===== src/rtl/eq_serial_pkg_amisha.sv =====
// eq_serial_pkg_amisha: shared state encoding and width limits for the bit-serial equality checker
package eq_serial_pkg_amisha;

    typedef enum logic [1:0] {
        IDLE = 2'd0,
        SCAN = 2'd1,
        DONE = 2'd2
    } state_t;

    localparam int W_MIN = 2;
    localparam int W_MAX = 64;

endpackage


===== src/rtl/eq1_cell_amisha.sv =====
// eq1_cell_amisha: combinational 1-bit equality cell shared across all bit positions
module eq1_cell_amisha (
    input  logic i_x,
    input  logic i_y,
    output logic o_eq
);

    // XNOR written as the explicit sum of both-zero and both-one terms
    always_comb o_eq = (~i_x & ~i_y) | (i_x & i_y);

endmodule


===== src/rtl/eq_serial_ctrl_amisha.sv =====
// eq_serial_ctrl_amisha: bit-serial N-bit equality checker (optional early exit via EQ_EARLY_EXIT_EN)
module eq_serial_ctrl_amisha
    import eq_serial_pkg_amisha::*;
#(
    parameter int W  = 8,
    parameter int IW = $clog2(W)
) (
    input  logic          clk_amisha,
    input  logic          reset_n_amisha,
    input  logic          start_amisha,
    input  logic [W-1:0]  a_amisha,
    input  logic [W-1:0]  b_amisha,
    output logic          busy_amisha,
    output logic          done_amisha,
    output logic          eq_amisha,
    output logic [IW-1:0] mismatch_idx_amisha
);

    if (W < W_MIN || W > W_MAX) begin : g_bad_w
        $error("eq_serial_ctrl_amisha: W out of range");
    end

    state_t        r_state;
    state_t        w_state_nxt;
    logic [W-1:0]  r_a_sh;
    logic [W-1:0]  r_b_sh;
    logic [IW-1:0] r_idx;
    logic [IW-1:0] r_mm_idx;
    logic [IW-1:0] r_mismatch_idx;
    logic          r_acc;
    logic          r_found;
    logic          r_eq;
    logic          w_cell_eq;
    logic          w_acc_nxt;
    logic          w_first_mm;
    logic          w_last;
    logic          w_exit;
    logic [IW-1:0] w_mm_nxt;

    eq1_cell_amisha u_cell (
        .i_x  (r_a_sh[0]),
        .i_y  (r_b_sh[0]),
        .o_eq (w_cell_eq)
    );

    // per-bit accumulation and scan termination
    always_comb begin
        w_acc_nxt  = r_acc & w_cell_eq;
        w_first_mm = ~r_found & ~w_cell_eq;
        w_mm_nxt   = w_first_mm ? r_idx : r_mm_idx;
        w_last     = (r_idx == IW'(W - 1));
`ifdef EQ_EARLY_EXIT_EN
        w_exit     = w_last | w_first_mm;
`else
        w_exit     = w_last;
`endif
    end

    // next-state logic and outputs decoded from the state register
    always_comb begin
        w_state_nxt         = r_state;
        busy_amisha         = (r_state != IDLE);
        done_amisha         = (r_state == DONE);
        eq_amisha           = r_eq;
        mismatch_idx_amisha = r_mismatch_idx;
        case (r_state)
            IDLE:    w_state_nxt = start_amisha ? SCAN : IDLE;
            SCAN:    w_state_nxt = w_exit ? DONE : SCAN;
            default: w_state_nxt = IDLE;
        endcase
    end

    // state register
    always_ff @(posedge clk_amisha) begin
        if (!reset_n_amisha)
            r_state <= IDLE;
        else
            r_state <= w_state_nxt;
    end

    // operand capture, serial shift, accumulation and result registers
    always_ff @(posedge clk_amisha) begin
        if (!reset_n_amisha) begin
            r_a_sh         <= '0;
            r_b_sh         <= '0;
            r_idx          <= '0;
            r_mm_idx       <= '0;
            r_acc          <= 1'b0;
            r_found        <= 1'b0;
            r_eq           <= 1'b0;
            r_mismatch_idx <= '0;
        end else if (r_state == IDLE && start_amisha) begin
            r_a_sh   <= a_amisha;
            r_b_sh   <= b_amisha;
            r_idx    <= '0;
            r_mm_idx <= '0;
            r_acc    <= 1'b1;
            r_found  <= 1'b0;
        end else if (r_state == SCAN) begin
            r_a_sh   <= r_a_sh >> 1;
            r_b_sh   <= r_b_sh >> 1;
            r_idx    <= w_last ? r_idx : r_idx + IW'(1);
            r_acc    <= w_acc_nxt;
            r_found  <= r_found | ~w_cell_eq;
            r_mm_idx <= w_mm_nxt;
            if (w_exit) begin
                r_eq           <= w_acc_nxt;
                r_mismatch_idx <= w_mm_nxt;
            end
        end
    end

endmodule


===== config.mk =====
export PLATFORM = sky130hd
export DESIGN_NAME = eq_serial_ctrl_amisha
export DESIGN_NICKNAME = d
export VERILOG_FILES = /design/src/rtl/eq_serial_pkg_amisha.sv /design/src/rtl/eq1_cell_amisha.sv /design/src/rtl/eq_serial_ctrl_amisha.sv
export SDC_FILE = /design/constraint.sdc
export NUM_CORES = 1
export LEC_CHECK = 0
export CAP_MARGIN = 20
export CORE_ASPECT_RATIO = 1.1
export CORE_MARGIN = 2
export CORE_UTILIZATION = 45
export DETAILED_ROUTE_END_ITERATION = 10
export PLACE_DENSITY = 0.78
export SYNTH_ARGS = -nofsm -noshare
export SYNTH_HDL_FRONTEND = slang
export SYNTH_SLANG_ARGS = --single-unit

===== constraint.sdc =====
create_clock -name clk_amisha -period 1.43 [get_ports clk_amisha]
set_input_delay 0.286 -clock clk_amisha [delete_from_list [all_inputs] [get_ports clk_amisha]]
set_output_delay 0.286 -clock clk_amisha [all_outputs]
set_load 0.02 [all_outputs]

==> summary.md, run 1 <==
| Metric | Value |
|---|---|
| Max Slew Vio Count | `0` |
| CP arrival | `1.11 ns` |
| Vias post-DR | `1143` |
| Core area | `2780 um2` |
| Non-Filler Instances | `207` |
| DP HPWL | `2.00 mm` |
| Status | `finished clean` |
| Tightest Hold Check Type | `flop to flop` |
| Clock latency on the worst-skew pair | `0.33 ns` |
| Vias in the first global route | `1123` |
| Comb pwr share | `13.5%` |
| CTS Buffer Depth | `2` |
| Switching pwr | `0.000442 W` |
| CTS tree | `yes` |
| Post-Syn Area per Cell | `9.33 um2` |
| 1st-pass router iterations | `4` |
| Nets | `195` |
| ANT nets after route | `0` |
| Hold_ws | `0.462 ns` |
| CP startpoint kind | `flop` |
| First-pass GRT wire length | `4.77 mm` |
| # IOs | `25` |
| DRC errors left | `0` |
| Routability cong. | `0.739` |
| Share of cells above drive strength 1 | `16.1%` |
| GR Overflow Total | `0` |
| Fin. Hold Viols | `0` |
| Synth warn | `0` |
| Worst slew pin tran | `0.509 ns` |
| Post-synthesis simple-gate area fraction | `16.4%` |
| Vias per cell | `5.52` |
| Worst slew margin | `65.9%` |
| Num CTS Buffers | `5` |
| Net Sw Frac | `23.9%` |
| Post-synthesis cell count | `140` |
| RSZ-0062 raised after global routing | `no` |
| Placement Setup Slack | `-0.275 ns` |
| Synth Area in XOR/XNOR | `2.01%` |
| Highest clock rate | `719 MHz` |
| Number of distinct library cells after synthesis | `30` |
| Die area | `3350 um2` |
| Proportion of synthesized area in mux cells | `0%` |
| # placed instances | `200` |
| Max_cap viols | `0` |
| Sequential fraction of the synthesis area | `46.0%` |
| Final WS setup | `0.0389 ns` |
| Main combinational cell family by area after synthesis | `compound AO/OA/AOI/OAI gates` |
| Die Span X | `55.4 um` |
| FILL cells | `240` |
| Compound-cell area share of the yosys netlist | `28.4%` |
| H-tree depth | `2` |
| Tot Pwr | `0.00185 W` |
| P_leak | `0.648 nW` |
| Sequential power share | `48.3%` |
| Tmin final | `1.39 ns` |
| CTS root buf | `clkbuf_4` |
| Crit Path Max Fanout | `3` |
| Crit. End Element | `output port` |
| Drt total wl | `2.76 mm` |
| FP Rows | `20` |
| Clk pwr share | `38.2%` |
| GRT Total Usage | `18.4%` |
| Largest net degree at the start of global routing | `18` |
| Die H | `60.5 um` |
| Clk pin slew, worst setup/hold paths | `0.09 ns` |
| Power Internal | `0.00141 W` |
| Ant. Diodes | `0` |
| IR drop worst, VDD | `0.748 mV` |
| Pwr Density | `1090 nW/um2` |
| Final setup fails | `0` |
| Area growth syn-to-layout | `30.3%` |
| Synth Register Bits | `30` |
| Final worst path period share | `97.3%` |
| Clock tree sinks | `30` |
| DRT iter0 DRCs | `26` |
| Initial antenna violation count | `0` |
| Register area | `601 um2` |
| Post-Syn Area | `1310 um2` |
| Post-Synth Adder-Cell Area | `1.92%` |
| # port buffers | `24` |
| Fin Setup TNS | `0 ns` |
| Kind of critical path | `flop to output port` |
| DR WL/cell | `13.3 um` |
| Skew final | `0.00551 ns` |
| Area of the multi-input gates | `643 um2` |
| Synth Net Count | `161` |
| Critical Path RT | `1.14 ns` |
| Starting Density | `47.0%` |
-- metrics by stage --
stage | utilization (%) | instance area, um2
final | 61.3 | 1700
after floorplan | - | 1310
after global placement | 58.5 | 1630
after global routing | 61.3 | 1700
after CTS | 61.1 | 1700
after detailed placement | 58.5 | 1630
-- power by group through the flow --
stage | registers, W | clock network (W) | logic, W
5_1_grt | 0.000899 | 0.000751 | 0.000275
3_3_place_gp | 0.000911 | 0 | 0.000241
6_report | 0.000895 | 0.000708 | 0.000251
3_5_place_dp | 0.000914 | 0 | 0.000252
2_1_floorplan | 0.000913 | 0 | 0.000137
4_1_cts | 0.000895 | 0.000712 | 0.000250
-- registers in the layout, indices dropped and copies added (netlist names) --
signal               flops
eq_amisha                1
r_idx                    3
mismatch_idx_amisha      3
r_acc                    1
r_b_sh                   8
r_mm_idx                 3
r_found                  1
r_state                  2
r_a_sh                   8
-- cell type report --
cell class / count / share of cell area [%]
repair buffers: 36 / 19.5
inverters: 1 / 0.221
flip-flops and latches: 30 / 35.3
clock inverters: 1 / 1.76
multi-input cells: 100 / 37.8
well taps: 33 / 2.43
clock buffers: 6 / 3.01
-- worst max-delay path: stages, from the launching register on --
cell     delay [ns]
dfxtp_1        0.33
or2_2          0.29
buf_2          0.16
-- placed cells by master (no fill, tap or decap), types with 2 or more instances in the layout --
cell	n
nand4_1	3
nand2_1	18
nor2_1	2
a31oi_1	3
a21boi_0	11
a22oi_1	14
o31ai_1	3
nand3_1	6
xnor2_1	2
dlygate4sd2_1	4
buf_4	10
nand2b_1	2
a21boi_1	7
dfxtp_1	30
nor2b_1	2
clkdlybuf4s50_1	18
clkbuf_4	5
o21ai_0	8
a21oi_1	6
-- path summary, 6_finish.rpt --
path / startpoint / end / slack (ns) / depth (start not counted)
min: r_a_sh[1] / r_a_sh[1] / 0.46 / 2
max: r_state[1] / busy_amisha / 0.04 / 2
max reg2reg: r_state[1] / r_mm_idx[0] / 0.09 / 4
min reg2reg: r_a_sh[1] / r_a_sh[1] / 0.46 / 2
-- Yosys cell counts --
library cell | instances | area [um2]
dfxtp_1 | 30 | 601
nand2_1 | 19 | 71.3
a22oi_1 | 14 | 105
a21boi_0 | 11 | 82.6
o21ai_0 | 9 | 45.0
a21boi_1 | 7 | 52.6
a21oi_1 | 6 | 30.0
nand3_1 | 6 | 30.0
a31oi_1 | 3 | 18.8
buf_6 | 3 | 33.8
clkbuf_1 | 3 | 11.3
nand4_1 | 3 | 18.8
o31ai_1 | 3 | 22.5
buf_4 | 2 | 15.0
ha_1 | 2 | 25.0
nand2b_1 | 2 | 12.5
nor2_1 | 2 | 7.51
nor2b_1 | 2 | 12.5
xnor2_1 | 2 | 17.5
and2_1 | 1 | 6.26
and3b_1 | 1 | 8.76
clkbuf_2 | 1 | 5.00
inv_1 | 1 | 3.75
nor3b_2 | 1 | 12.5
nor3b_4 | 1 | 18.8
o21a_1 | 1 | 7.51
o21bai_1 | 1 | 7.51
or2_2 | 1 | 6.26
or3b_2 | 1 | 8.76
xor2_1 | 1 | 8.76
-- cells by family after synthesis --
kind of cell | Yosys count
XOR/XNOR | 3
flip-flops | 30
adder cells (fa/ha/maj) | 2
buffers and inverters | 10
AO/OA/AOI/OAI | 55
AND/OR/NAND/NOR | 40
-- timing repair --
item	4_1_cts	5_1_grt
hold buffers	0	0
setup buffers	0	0
pin swaps	0	1
endpoints found under the setup margin	7	12
resized for setup	11	5
-- per-layer routing --
metal  track usage, %  vias up  wire length (um)
li1                 -      578                 -
met1             19.9      530              1180
met2             34.0       28              1400
met3             5.97        7               132
met4             7.32        0                41
met5                0        -                 0
(Power assumes the default switching activity.)
==> inputs of run 2 (changes only) <==
--- a/config.mk
+++ b/config.mk
@@ -5,11 +5,12 @@
 export SDC_FILE = /design/constraint.sdc
 export NUM_CORES = 1
 export LEC_CHECK = 0
-export CAP_MARGIN = 20
+export CAP_MARGIN = 10
 export CORE_ASPECT_RATIO = 1.1
 export CORE_MARGIN = 2
 export CORE_UTILIZATION = 45
 export DETAILED_ROUTE_END_ITERATION = 10
+export GPL_TIMING_DRIVEN = 0
 export PLACE_DENSITY = 0.78
 export SYNTH_ARGS = -nofsm -noshare
 export SYNTH_HDL_FRONTEND = slang
==> summary.md, run 2 (synthesis results as in run 1) <==
| Metric | Value |
|---|---|
| Tot Pwr | `0.00166 W` |
| P_leak | `0.635 nW` |
| Clock tree sinks | `30` |
| GRT Total Usage | `16.9%` |
| Vias post-DR | `1109` |
| Cells along the critical path | `clkdlybuf4s50_1 -> or3b_2 -> nand2_1 -> nor2_1` |
| Highest clock rate | `711 MHz` |
| Crit path depth | `4` |
| Worst slew margin | `62.3%` |
| Post-CTS Hold Fix Bufs | `0` |
| Slowest CP cell | `or3b_2` |
| Die Span X | `55.4 um` |
| Placement Setup Slack | `-0.311 ns` |
| Tmin final | `1.41 ns` |
| Drt total wl | `2.65 mm` |
| DP HPWL | `1.86 mm` |
| CP startpoint kind | `input pin` |
| DRT iter0 DRCs | `32` |
| Largest net degree at the start of global routing | `11` |
| Nets | `195` |
| DRC errors left | `0` |
| CP arrival | `1.62 ns` |
| Worst slew pin tran | `0.562 ns` |
| H-tree depth | `2` |
| Tightest Hold Check Type | `flop to flop` |
| Crit-path leading delay family | `simple AND/OR/NAND/NOR gates` |
| Largest regs | `r_a_sh: 8 flops, r_b_sh: 8 flops` |
| Most frequent cells in the layout | `dfxtp_1 (26), nand2_1 (19), clkdlybuf4s50_1 (18)` |
| Final WS setup | `0.0239 ns` |
| Num CTS Buffers | `5` |
| Final setup fails | `0` |
| Non-Filler Instances | `208` |
| # port buffers | `24` |
| Core area | `2780 um2` |
| Clock latency on the worst-skew pair | `0.33 ns` |
| FP Rows | `20` |
| Pwr Density | `980 nW/um2` |
| Worst path max stage delay | `0.52 ns` |
| First-pass GRT wire length | `4.35 mm` |
| CP bufs+invs | `1` |
| Final worst path period share | `98.3%` |
| Status | `finished clean` |
| Die area | `3350 um2` |
| Worst reg2reg path depth | `5` |
| 1st-pass router iterations | `4` |
| DR WL/cell | `12.7 um` |
| # IOs | `25` |
| Max Slew Vio Count | `0` |
| Kind of critical path | `input pin to flop` |
| Crit. End Element | `flop` |
| Critical Path RT | `1.64 ns` |
| Hold path cells | `2` |
| Post-layout util | `61.1%` |
| Vias per cell | `5.33` |
| IR drop worst, VDD | `0.641 mV` |
| RSZ-0062 raised after global routing | `yes` |
| Starting Density | `47.0%` |
| Die H | `60.5 um` |
| Initial antenna violation count | `0` |
| Skew final | `0.00766 ns` |
| # placed instances | `197` |
| CTS root buf | `clkbuf_4` |
| Clk pin slew, worst setup/hold paths | `0.09 ns` |
| Share of cells above drive strength 1 | `15.4%` |
| ANT nets after route | `0` |
| Ant. Diodes | `0` |
| Most common cell after layout, fill and taps aside | `dfxtp_1` |
| CTS Buffer Depth | `2` |
| GR Overflow Total | `0` |
| Crit Path Max Fanout | `7` |
| Area growth syn-to-layout | `29.9%` |
| Fin. Hold Viols | `0` |
| Max_cap viols | `0` |
| CTS tree | `yes` |
| Vias in the first global route | `1025` |
| Routability cong. | `0.771` |
-- run 2: cell types whose count changed in the layout (fill, tap and decap cells not counted), moves of 2 or more --
cell	change
buf_4	-5
buf_6	+2
clkbuf_1	+4
dfxtp_1	-4
dfxtp_2	+2
dfxtp_4	+2
-- run 2: final timing paths --
kind / start / end / slack (ns)
min reg2reg: r_a_sh[1] / r_a_sh[1] / 0.46
max: start_amisha / r_idx[0] / 0.02
max reg2reg: r_idx[0] / mismatch_idx_amisha[1] / 0.07
min: r_a_sh[1] / r_a_sh[1] / 0.46
-- run 2: worst reg2reg max path, cell delays in order, from the launching register on --
cell	delay, ns
dfxtp_2	0.35
ha_1	0.20
ha_2	0.21
and3b_2	0.26
o21ai_0	0.18
a31oi_1	0.06
-- run 2: cell type report --
type                    instances  area (um2)
fillers                       247        1080
clock inverters                 1        5.00
multi-input cells             101         658
clock buffers                   7        55.1
plain buffers                   7        48.8
repair buffers                 28         274
inverters                       1        3.75
well taps                      33        41.3
flip-flops and latches         30         611
-- run 2: power by group --
group	internal, W	switching [W]
registers	0.000871	0.0000280
logic	0.000131	0.000110
clock network	0.000238	0.000285
-- run 2: layer usage --
| layer | vias up | track usage, % | share of wire, % |
|---|---|---|---|
| met5 | - | 0 | 0 |
| met4 | 0 | 6.27 | 1.4 |
| met3 | 6 | 7.25 | 4.8 |
| met2 | 23 | 30.1 | 50 |
| met1 | 503 | 18.3 | 44 |
| li1 | 577 | - | - |
-- run 2: per-stage QoR --
| stage | TNS (ns) | cell area (um2) | hold slack, ns |
|---|---|---|---|
| floorplan | 0 | 1310 | 0.424 |
| global placement | -4.23 | 1590 | 0.441 |
| detailed placement | -5.39 | 1590 | 0.453 |
| CTS | -0.0744 | 1630 | 0.466 |
| global route | -0.0248 | 1700 | 0.489 |
| finish | 0 | 1700 | 0.464 |
-- run 2: repair_timing --
| item | in CTS | in global routing |
|---|---|---|
| cloned | 0 | 1 |
| resized for setup | 14 | 11 |
| endpoints found under the hold margin | 0 | 0 |
| buffers inserted | 0 | 4 |
| endpoints found under the setup margin | 12 | 7 |
| pin swaps | 0 | 1 |
